<file path="config.mk">
export PLATFORM = sky130hd
export DESIGN_NAME = home_status_tx
export DESIGN_NICKNAME = d
export VERILOG_FILES = /design/src/rtl/home_pkg.sv /design/src/rtl/home_status_tx_bit_timer.sv /design/src/rtl/home_status_tx.sv
export SDC_FILE = /design/constraint.sdc
export NUM_CORES = 1
export LEC_CHECK = 0
export ABC_AREA = 1
export CAP_MARGIN = 30
export CORE_UTILIZATION = 40
export DETAILED_ROUTE_END_ITERATION = 8
export PLACE_DENSITY = 0.61
export SYNTH_ARGS = -nofsm -noshare
export SYNTH_HDL_FRONTEND = slang
export SYNTH_SLANG_ARGS = --single-unit
</file>
<file path="constraint.sdc">
create_clock -name clk -period 2.1 [get_ports clk]
set_clock_uncertainty 0.2 [all_clocks]
set_input_delay 0.21 -clock clk [delete_from_list [all_inputs] [get_ports clk]]
set_output_delay 0.21 -clock clk [all_outputs]
set_load 0.02 [all_outputs]
</file>
<file path="src/rtl/home_pkg.sv">
// Shared types and field layout for the home status transmitter.
package home_pkg;

    localparam int PAYLOAD_W  = 12;
    localparam int HEAT_B     = 0;
    localparam int COOL_B     = 1;
    localparam int BLIND_LSB  = 2;
    localparam int COLOUR_LSB = 4;
    localparam int TEMP_LSB   = 7;

    typedef enum logic [2:0] {
        IDLE,
        START,
        DATA,
        PARITY,
        STOP
    } tx_state_t;

    function automatic logic [PAYLOAD_W-1:0] pack_status(
        input logic       heating,
        input logic       cooling,
        input logic [1:0] blinds,
        input logic [2:0] colour,
        input logic [4:0] temperature
    );
        logic [PAYLOAD_W-1:0] w;
        w                         = '0;
        w[HEAT_B]                 = heating;
        w[COOL_B]                 = cooling;
        w[BLIND_LSB +: 2]         = blinds;
        w[COLOUR_LSB +: 3]        = colour;
        w[TEMP_LSB +: 5]          = temperature;
        return w;
    endfunction

endpackage

</file>
<file path="src/rtl/home_status_tx_bit_timer.sv">
// Per-bit cycle counter: counts 0..CLKS_PER_BIT-1, flags the last cycle.
module bit_timer #(
    parameter int CLKS_PER_BIT = 4
) (
    input  logic clk,
    input  logic rst,
    input  logic clear,
    output logic bit_end
);

    localparam int CW = $clog2(CLKS_PER_BIT);
    localparam logic [CW-1:0] LAST = CW'(CLKS_PER_BIT - 1);

    logic [CW-1:0] cnt;

    assign bit_end = (cnt == LAST);

    always_ff @(posedge clk) begin
        if (rst || clear) begin
            cnt <= '0;
        end else if (bit_end) begin
            cnt <= '0;
        end else begin
            cnt <= cnt + 1'b1;
        end
    end

endmodule

</file>
<file path="src/rtl/home_status_tx.sv">
// Serial status frame transmitter to the wall panel, LSB first.
// Optional even-parity bit enabled by HOME_STATUS_TX_PARITY_EN.
module home_status_tx
    import home_pkg::*;
#(
    parameter int CLKS_PER_BIT = 4
) (
    input  logic       clk,
    input  logic       rst,
    input  logic       heating,
    input  logic       cooling,
    input  logic [1:0] blinds,
    input  logic [2:0] colour,
    input  logic [4:0] temperature,
    input  logic       send_req,
    output logic       tx,
    output logic       busy,
    output logic       done
);

    localparam logic [3:0] LAST_BIT = 4'(PAYLOAD_W - 1);

    tx_state_t            state, state_d;
    logic [PAYLOAD_W-1:0] payload;
    logic [PAYLOAD_W-1:0] shift_q;
    logic [PAYLOAD_W-1:0] last_sent;
    logic [3:0]           bit_cnt;
    logic                 bit_end;
    logic                 trigger;
    logic                 load;

    assign payload = pack_status(heating, cooling, blinds, colour, temperature);
    assign trigger = send_req || (payload != last_sent);
    // The final STOP cycle counts as IDLE so frames can run back to back.
    assign load    = trigger &&
                     ((state == IDLE) || ((state == STOP) && bit_end));

    bit_timer #(
        .CLKS_PER_BIT(CLKS_PER_BIT)
    ) u_timer (
        .clk    (clk),
        .rst    (rst),
        .clear  (state == IDLE),
        .bit_end(bit_end)
    );

    always_ff @(posedge clk) begin
        if (rst) begin
            state     <= IDLE;
            shift_q   <= '0;
            last_sent <= '0;
            bit_cnt   <= '0;
        end else begin
            state <= state_d;
            if (load) begin
                shift_q   <= payload;
                last_sent <= payload;
                bit_cnt   <= '0;
            end else if ((state == DATA) && bit_end) begin
                shift_q <= shift_q >> 1;
                bit_cnt <= bit_cnt + 1'b1;
            end
        end
    end

    always_comb begin
        state_d = state;
        tx      = 1'b1;
        busy    = 1'b1;
        done    = 1'b0;
        unique case (state)
            IDLE: begin
                busy = 1'b0;
                if (trigger) state_d = START;
            end
            START: begin
                tx = 1'b0;
                if (bit_end) state_d = DATA;
            end
            DATA: begin
                tx = shift_q[0];
                if (bit_end && (bit_cnt == LAST_BIT)) begin
`ifdef HOME_STATUS_TX_PARITY_EN
                    state_d = PARITY;
`else
                    state_d = STOP;
`endif
                end
            end
`ifdef HOME_STATUS_TX_PARITY_EN
            PARITY: begin
                // last_sent always equals the word in flight
                tx = ^last_sent;
                if (bit_end) state_d = STOP;
            end
`endif
            STOP: begin
                done = bit_end;
                if (bit_end) state_d = trigger ? START : IDLE;
            end
            default: begin
                state_d = IDLE;
            end
        endcase
    end

endmodule

</file>
After elaboration in Yosys (flattened, before gate mapping)
Cells that the tools add are included.

Add/sub/neg operators: 2. Equal/unequal tests: 10. Muxes and demuxes: 11. Reductions and logical operators: 12.

Operator list (number): $mux 12 (2); $mux 3 (4); $ne 12x12->1 (1); $pmux 3 s4 (1); $ne 2x2->1 const B (3); $add 4x1->4 const B (1); $eq 4x4->1 const B (1); $logic_and 1x1->1 (4); $reduce_and 4->1 (1); $reduce_or 2->1 (2); $eq 3x1->1 const B (1); $eq 3x2->1 const B (1); $eq 3x3->1 const B (1); $logic_not 3->1 (1); $logic_or 1x1->1 (3); $mux 1 (3); $add 2x1->2 const B (1); $eq 2x2->1 const B (1); $ne 2x1->1 const B (1); $pmux 1 s2 (1); $reduce_bool 2->1 (1).

Register bits: 33. Input port bits: 15. Output and inout port bits: 3.

Logic depth before layout (Yosys ltp)
Gate-level depths: netlist of the first run.

Depth in word-level cells: 5. Gate-level depth with buffers: 11. Gate-level depth less buffers: 11.

Cells and area by module
A second synthesis of the first run with hierarchy kept.

Cell total of the unflattened synthesis: 247. Area total of the unflattened synthesis: 1820.5 µm².

Modules (own cells, without submodules): home_status_tx (instances 1, cells an instance 238, area each 1745.4 µm², sequential area each 620.6 µm²); bit_timer (instances 1, cells an instance 9, area each 75.1 µm², sequential area each 40.0 µm²).

Worst setup path before layout of the first run
No wires, ideal clock.

Kind: reg-to-reg. Start: register u_timer.cnt[0]. End: register shift_q[3]. Library setup time: 121 ps. Data arrival time: 1450 ps. Data required time: 1779 ps. Path slack: 329 ps. Cell stages (with the launch flop): 10. Path buffers: 1. Clock period less this slack: 1771 ps. Cell sequence: dfxtp_1 ha_1 inv_2 nor3_2 nor2_1 inv_2 nand2_4 buf_2 nand4_1 nand3_1.

Word-level cells in the longest chain between the ends: 5. Elaborated cells on any way between the ends: 7. Classes of those cells: 1 x eq/ne; 1 x mux; 5 x reduce/logical.

Ends and longest elaborated chain: start: declaration (RTL line home_status_tx_bit_timer.sv:14) `logic [CW-1:0] cnt;`; start signal: assignment (RTL line home_status_tx_bit_timer.sv:24) `cnt <= cnt + 1'b1;`; $eq 2x2->1 * (RTL line home_status_tx_bit_timer.sv:16) `assign bit_end = (cnt == LAST);`; $logic_and 1x1->1 (RTL line home_status_tx.sv:36) `((state == IDLE) || ((state == STOP) && bit_end));`; $logic_or 1x1->1 (RTL line home_status_tx.sv:36); $logic_and 1x1->1 (RTL line home_status_tx.sv:35) `assign load = trigger &&`; $mux 12 or $reduce_bool 2->1 (tied branches); end signal: assignment (RTL line home_status_tx.sv:56) `shift_q <= payload;`; end signal: assignment (RTL line home_status_tx.sv:60) `shift_q <= shift_q >> 1;`; end: declaration (RTL line home_status_tx.sv:25) `logic [PAYLOAD_W-1:0] shift_q;`.

Mark *: on every way between the ends. The rest lies on a longest branch, timed or not. A chain may end at the register's enable or synchronous reset.

Worst setup path after layout of the first run
Start: register state[1]. End: output port tx.

Word-level cells in the longest chain between the ends: 2. Elaborated cells on any way between the ends: 3. Classes of those cells: 2 x eq/ne; 1 x mux.

Ends and longest elaborated chain: start: declaration (RTL line home_status_tx.sv:23) `tx_state_t state, state_d;`; start signal: assignment (RTL line home_status_tx.sv:54) `state <= state_d;`; $eq 3x2->1 or $eq 3x1->1 (tied branches) (RTL line home_status_tx.sv:71) `unique case (state)`; $pmux 1 s2 * (RTL line home_status_tx.sv:71); end: declaration (RTL line home_status_tx.sv:16) `output logic tx,`.

Marks and branches as above.

==> results of run 1 <==
-- logic make-up (layout without fill, tap and decap cells) --
family | Yosys count | after routing | synth area share [%]
flops | 33 | 33 | 40.2
buf+inv | 46 | 65 | 11.4
simple gates | 126 | 126 | 39.6
compound gates | 18 | 18 | 5.64
fa+ha+maj | 2 | 2 | 1.52
xor+xnor | 3 | 3 | 1.60
-- metal layers --
metal  GRT usage [%]  part of all wire [%]
met5               0                     0
met4            5.59                  0.60
met3            6.21                   4.6
met2            28.3                    43
met1            25.2                    52
-- registers in the layout, summed over array words and instances, names as in the netlist --
register     count
bit_cnt          4
last_sent       12
u_timer.cnt      2
state            3
shift_q         12
-- layout make-up --
type	count	area [sq um]	area share, %
Multi-Input combinational cell	149	802	40.7
Clock buffer	6	72.6	3.68
Tap cell	48	60.1	3.05
Timing Repair Buffer	22	233	11.8
Clock inverter	2	10.0	0.508
Inverter	35	131	6.67
Sequential cell	33	661	33.5
-- Yosys cell counts, types with 2 or more instances --
cell / count
ha_1: 2
a21oi_1: 3
buf_2: 3
nor3_2: 2
dfxtp_1: 33
inv_2: 5
nand2_4: 2
nand3_1: 19
o21ai_0: 8
nand2_1: 47
nor2_2: 2
nor2_4: 2
nor2_1: 13
inv_1: 30
xor2_1: 2
o21ai_1: 6
buf_1: 3
nand4_1: 36
clkbuf_1: 3
-- final timing paths --
check                                 start                        end  slack [ns]
hold reg to reg   u_timer.cnt[0]$_SDFF_PP0_  u_timer.cnt[0]$_SDFF_PP0_        0.22
setup reg to reg  u_timer.cnt[0]$_SDFF_PP0_    shift_q[7]$_SDFFE_PP0P_        0.28
setup / recovery      state[1]$_SDFFE_PP0P_                         tx        0.26
hold / removal    u_timer.cnt[0]$_SDFF_PP0_  u_timer.cnt[0]$_SDFF_PP0_        0.22
-- stage by stage --
step / setup WS [ns] / area, sq um / std cells
after floorplan: 0.329 / 1640 / 228
after global placement: 0.105 / 1880 / 287
after detailed placement: 0.0661 / 1880 / 287
after CTS: 0.0561 / 1970 / 295
after global routing: 0.133 / 1970 / 295
final: 0.259 / 1970 / 295
-- report_power, final --
group / internal [mW] / total [mW] / switching, mW
registers: 0.820 / 0.925 / 0.106
clock network: 0.229 / 0.457 / 0.228
logic: 0.343 / 0.892 / 0.549
total: 1.39 / 2.28 / 0.883
-- timing repair --
action / in CTS / in global routing
setup endpoints to repair: 3 / 1
gates cloned: 0 / 0
hold buffers: 0 / 0
gates resized for setup: 4 / 1
==> flow_summary.ini, run 1 <==
[power]
p_leak_nw = 0.883
power_mw = 2.28
power_density_nw_per_um2 = 1160
peakVddDrop_mv = 0.517

[synthesis]
synthTopCellsByArea = dfxtp_1, nand4_1, nand2_1
avgSynthCellArea_sq_um = 7.20
yosysSeqAreaShare_pct = 40.2
synthArstFlopShare_pct = 0
syn_inst = 228
synth-edff-count = 0
yosysWarnings = 0
yosysUniqueCellTypes = 26
netlist_area_sq_um = 1640
ys_ff_latch = 33
synth_nets = 245
synth_top_area_cell = dfxtp_1
ys.flop_type = dfxtp_1
synth_top_area_share_pct = 40.2

[routing]
drc = 0
finalWirelength_um = 3500
drt_first_pass_iters = 4
num_vias = 1500
via_per_inst = 5.08
ant_nets = 0
post_drt_wl_per_cell_um = 11.9
first_iter_violations = 150

[sta]
slew_headroom_pct = 75.9
hold_viol = 0
fin_hold_ws_ns = 0.220
tns_ns = 0
drv_slew = 0
rsz0062_at_grt = false
finalCritPeriodShare_pct = 87.7
fin_crit_ns = 1.84
tightest_slew_ns = 0.361
fmax_ghz = 0.543
setup_viol = 0

[job]
drv_cap = 0

[die]
rows = 22
die_x_um = 66.1
core_area_sq_um = 3800
initial_core_util_pct = 43.2
io_pins = 18
die-area_sq_um = 4360
die-height_um = 66.1

[finish]
final_nets = 263
fillers = 382
num_antenna_cells = 0
utilization_pct = 51.8
syn_to_final_growth_pct = 20.0
final_common_cell = nand2_1
final_cell_mix = nand2_1, nand4_1, dfxtp_1, inv_1, nand3_1
drive_above_1_share_pct = 11.3

[place]
numPortBuffers = 17
gp_congestion = 0.790
dp_hpwl_um = 2510

[global_routing]
first_global_vias = 1324
gr-total-overflow = 0
antenna_found_initial = 0
grt_max_degree = 37
grt_pass1_wl_um = 6060
grt.total_usage_pct = 18.8

[critical_path]
cp_top_family = buffers and inverters
start_kind = register
cp.required_ns = 1.69
slowest_delay_ns = 0.33
path_class = reg2out
cp_common_cell = nand2_1
cpMaxStageDelayCell = dfxtp_1
worstPathMaxFanout = 4
arrival_ns = 1.43
r2r_cells = 9
worst-path-stages = 6
worstPathCellList = inv_1 > nor3_4 > inv_2 > nand2_1 > nand2_1 > dlygate4sd2_1
cp-end-kind = output port
cp_num_buf_inv = 3

[cts]
clk_pin_slew_worst_paths_ns = 0.07
postCtsSetupBuffers = 0
cts_tree = yes
clk_path_buf_depth = 2
numClockSinks = 33
cts-root-buf = clkbuf_8
cts_inserted_buffers = 5
h-tree-depth = 2
worstSkewPairLatency_ns = 0.28

[hold_path]
holdPathStages = 1
hold_path.class = reg2reg

[outcome]
status = complete, no violations
Power figures use the tool's default switching activity.
==> inputs of run 2 (changes only) <==
--- a/config.mk
+++ b/config.mk
@@ -7,6 +7,7 @@
 export LEC_CHECK = 0
 export ABC_AREA = 1
 export CAP_MARGIN = 30
+export CORE_ASPECT_RATIO = 2
 export CORE_UTILIZATION = 40
 export DETAILED_ROUTE_END_ITERATION = 8
 export PLACE_DENSITY = 0.61
==> flow_summary.ini, run 2 (synthesized netlist as in run 1, its figures left out) <==
[sta]
tightest_slew_ns = 0.562
fin_crit_ns = 1.87
setup_viol = 0
slew_headroom_pct = 62.5
rsz0062_at_grt = false
fmax_ghz = 0.533
fin_hold_ws_ns = 0.224
finalCritPeriodShare_pct = 89.3
hold_viol = 0
drv_slew = 0

[critical_path]
cp.required_ns = 2.10
cp-end-kind = register
arrival_ns = 1.87
worstPathMaxFanout = 16
slowest_delay_ns = 0.51
path_class = in2reg
cp_common_cell = nand2_1
cp_num_buf_inv = 2
start_kind = primary input
rr_endpoint = last_sent[1]$_SDFFE_PP0P_
cp_top_family = simple AND/OR/NAND/NOR gates
rrSetupSlack_ns = 0.27
worstReg2RegStart = last_sent[4]$_SDFFE_PP0P_
cpMaxStageDelayCell = clkdlybuf4s50_1
r2r_cells = 10
worst-path-stages = 11
worstPathCellList = clkdlybuf4s50_1 > inv_1 > nand2_1 > nand2_1 > nor2_1 > nand2_1 > nor2_2 > nand2_2 > nand2_4 > nand2_4 > o21ai_0

[power]
p_sw_share_pct = 39.2
power_switching_mw = 0.897
power.share.sequential_pct = 40.7
peakVddDrop_mv = 0.847
power_density_nw_per_um2 = 1160
p_leak_nw = 0.891
combPwrFrac_pct = 40.1
clock_power_share_pct = 19.2
p_int_mw = 1.39

[finish]
final_cell_mix = nand2_1, nand4_1, dfxtp_1, inv_1, nand3_1
layout.area.seq_sq_um = 661
num_antenna_cells = 0
drive_above_1_share_pct = 11.7
final_nets = 266
syn_to_final_growth_pct = 20.0
utilization_pct = 50.7
fillers = 425
reg.largest.list = last_sent (12), shift_q (12), bit_cnt (4)
final_common_cell = nand2_1
multi_input_area_sq_um = 793

[place]
gp_congestion = 0.806
dp_hpwl_um = 3000
numPortBuffers = 17

[die]
core_area_sq_um = 3880
die-height_um = 92.6
io_pins = 18
initial_core_util_pct = 42.3
die_x_um = 47.3
die-area_sq_um = 4380
rows = 32

[cts]
clk_path_buf_depth = 2
numClockSinks = 33
cts-root-buf = clkbuf_8
worstSkewPairLatency_ns = 0.28
h-tree-depth = 2
cts_inserted_buffers = 5
cts_tree = yes
clk_pin_slew_worst_paths_ns = 0.06

[global_routing]
first_global_vias = 1500
grt.total_usage_pct = 21.0
grt_pass1_wl_um = 6560
antenna_found_initial = 0
grt_max_degree = 18
gr-total-overflow = 0

[routing]
first_iter_violations = 29
post_drt_wl_per_cell_um = 13.4
ant_nets = 0
drc = 0
via_per_inst = 5.17
num_vias = 1545
finalWirelength_um = 4000
drt_first_pass_iters = 4

[hold_path]
hold_end = u_timer.cnt[0]$_SDFF_PP0_
hold_path.class = reg2reg
holdPathStages = 1
min-delay-start = u_timer.cnt[0]$_SDFF_PP0_

[job]
drv_cap = 0

[outcome]
status = complete, no violations
## run 2: changes by cell type in the layout (fill, tap and decap cells not counted), sizes merged
cell	change
dlymetal6s2s	+1
clkbuf	-1
buf	+3
clkinv	-1
dlygate4sd2	-1
## run 2: worst max-delay path by stage
stage | start | to | slack (ns)
6_report | cooling | last_sent[1]$_SDFFE_PP0P_ | 0.23
5_1_grt | colour[2] | last_sent[4]$_SDFFE_PP0P_ | 0.12
4_1_cts | state[1]$_SDFFE_PP0P_ | tx | 0.006
3_5_place_dp | cooling | last_sent[3]$_SDFFE_PP0P_ | -0.03
3_3_place_gp | cooling | last_sent[1]$_SDFFE_PP0P_ | -0.05
2_1_floorplan | u_timer.cnt[0]$_SDFF_PP0_ | shift_q[3]$_SDFFE_PP0P_ | 0.33
## run 2: stage by stage
step	power (mW)	worst slack, ns	instance area (sq um)	setup TNS [ns]	instances
2_1_floorplan	1.57	0.329	1640	0	228
3_3_place_gp	1.86	-0.0492	1890	-0.106	293
6_report	2.28	0.225	1970	0	299
4_1_cts	2.30	0.00629	1960	0	299
3_5_place_dp	1.86	-0.0308	1890	-0.0919	293
5_1_grt	2.43	0.123	1970	0	299
## run 2: worst register-to-register path, stage by stage (launching register included)
cell	delay, ns
dfxtp_1	0.32
inv_1	0.05
nand2_1	0.09
nand2_1	0.06
nor2_1	0.20
nand2_1	0.11
nor2_2	0.13
nand2_2	0.09
nand2_4	0.13
nand2_4	0.15
o21ai_0	0.22
## run 2: power by group through the flow
stage | Sequential (mW) | Clock (mW) | Combinational [mW]
3_5_place_dp | 0.938 | 0 | 0.925
4_1_cts | 0.927 | 0.446 | 0.926
3_3_place_gp | 0.936 | 0 | 0.920
6_report | 0.930 | 0.438 | 0.917
5_1_grt | 0.946 | 0.471 | 1.01
2_1_floorplan | 0.909 | 0 | 0.662
## run 2: routing by layer
metal / track usage [%] / wire (um)
met5: 0 / 0
met4: 9.76 / 128
met3: 3.70 / 108
met2: 36.6 / 2190
met1: 22.5 / 1570
## run 2: timing repair
item	CTS	global route
hold buffers	0	0
pin swaps	0	0
setup endpoints to repair	1	2
resized for setup	1	2
gates cloned	0	0
endpoints found under the hold margin	0	0
buffers inserted	0	0
## run 2: layout make-up
| cell class | count | share of cell area (%) |
|---|---|---|
| clock buffer | 5 | 3.49 |
| timing repair buffer | 25 | 12.5 |
| sequential | 33 | 33.5 |
| tap | 51 | 3.24 |
| clock inverter | 1 | 0.254 |
| inverter | 35 | 6.67 |
| multi-input combinational | 149 | 40.3 |
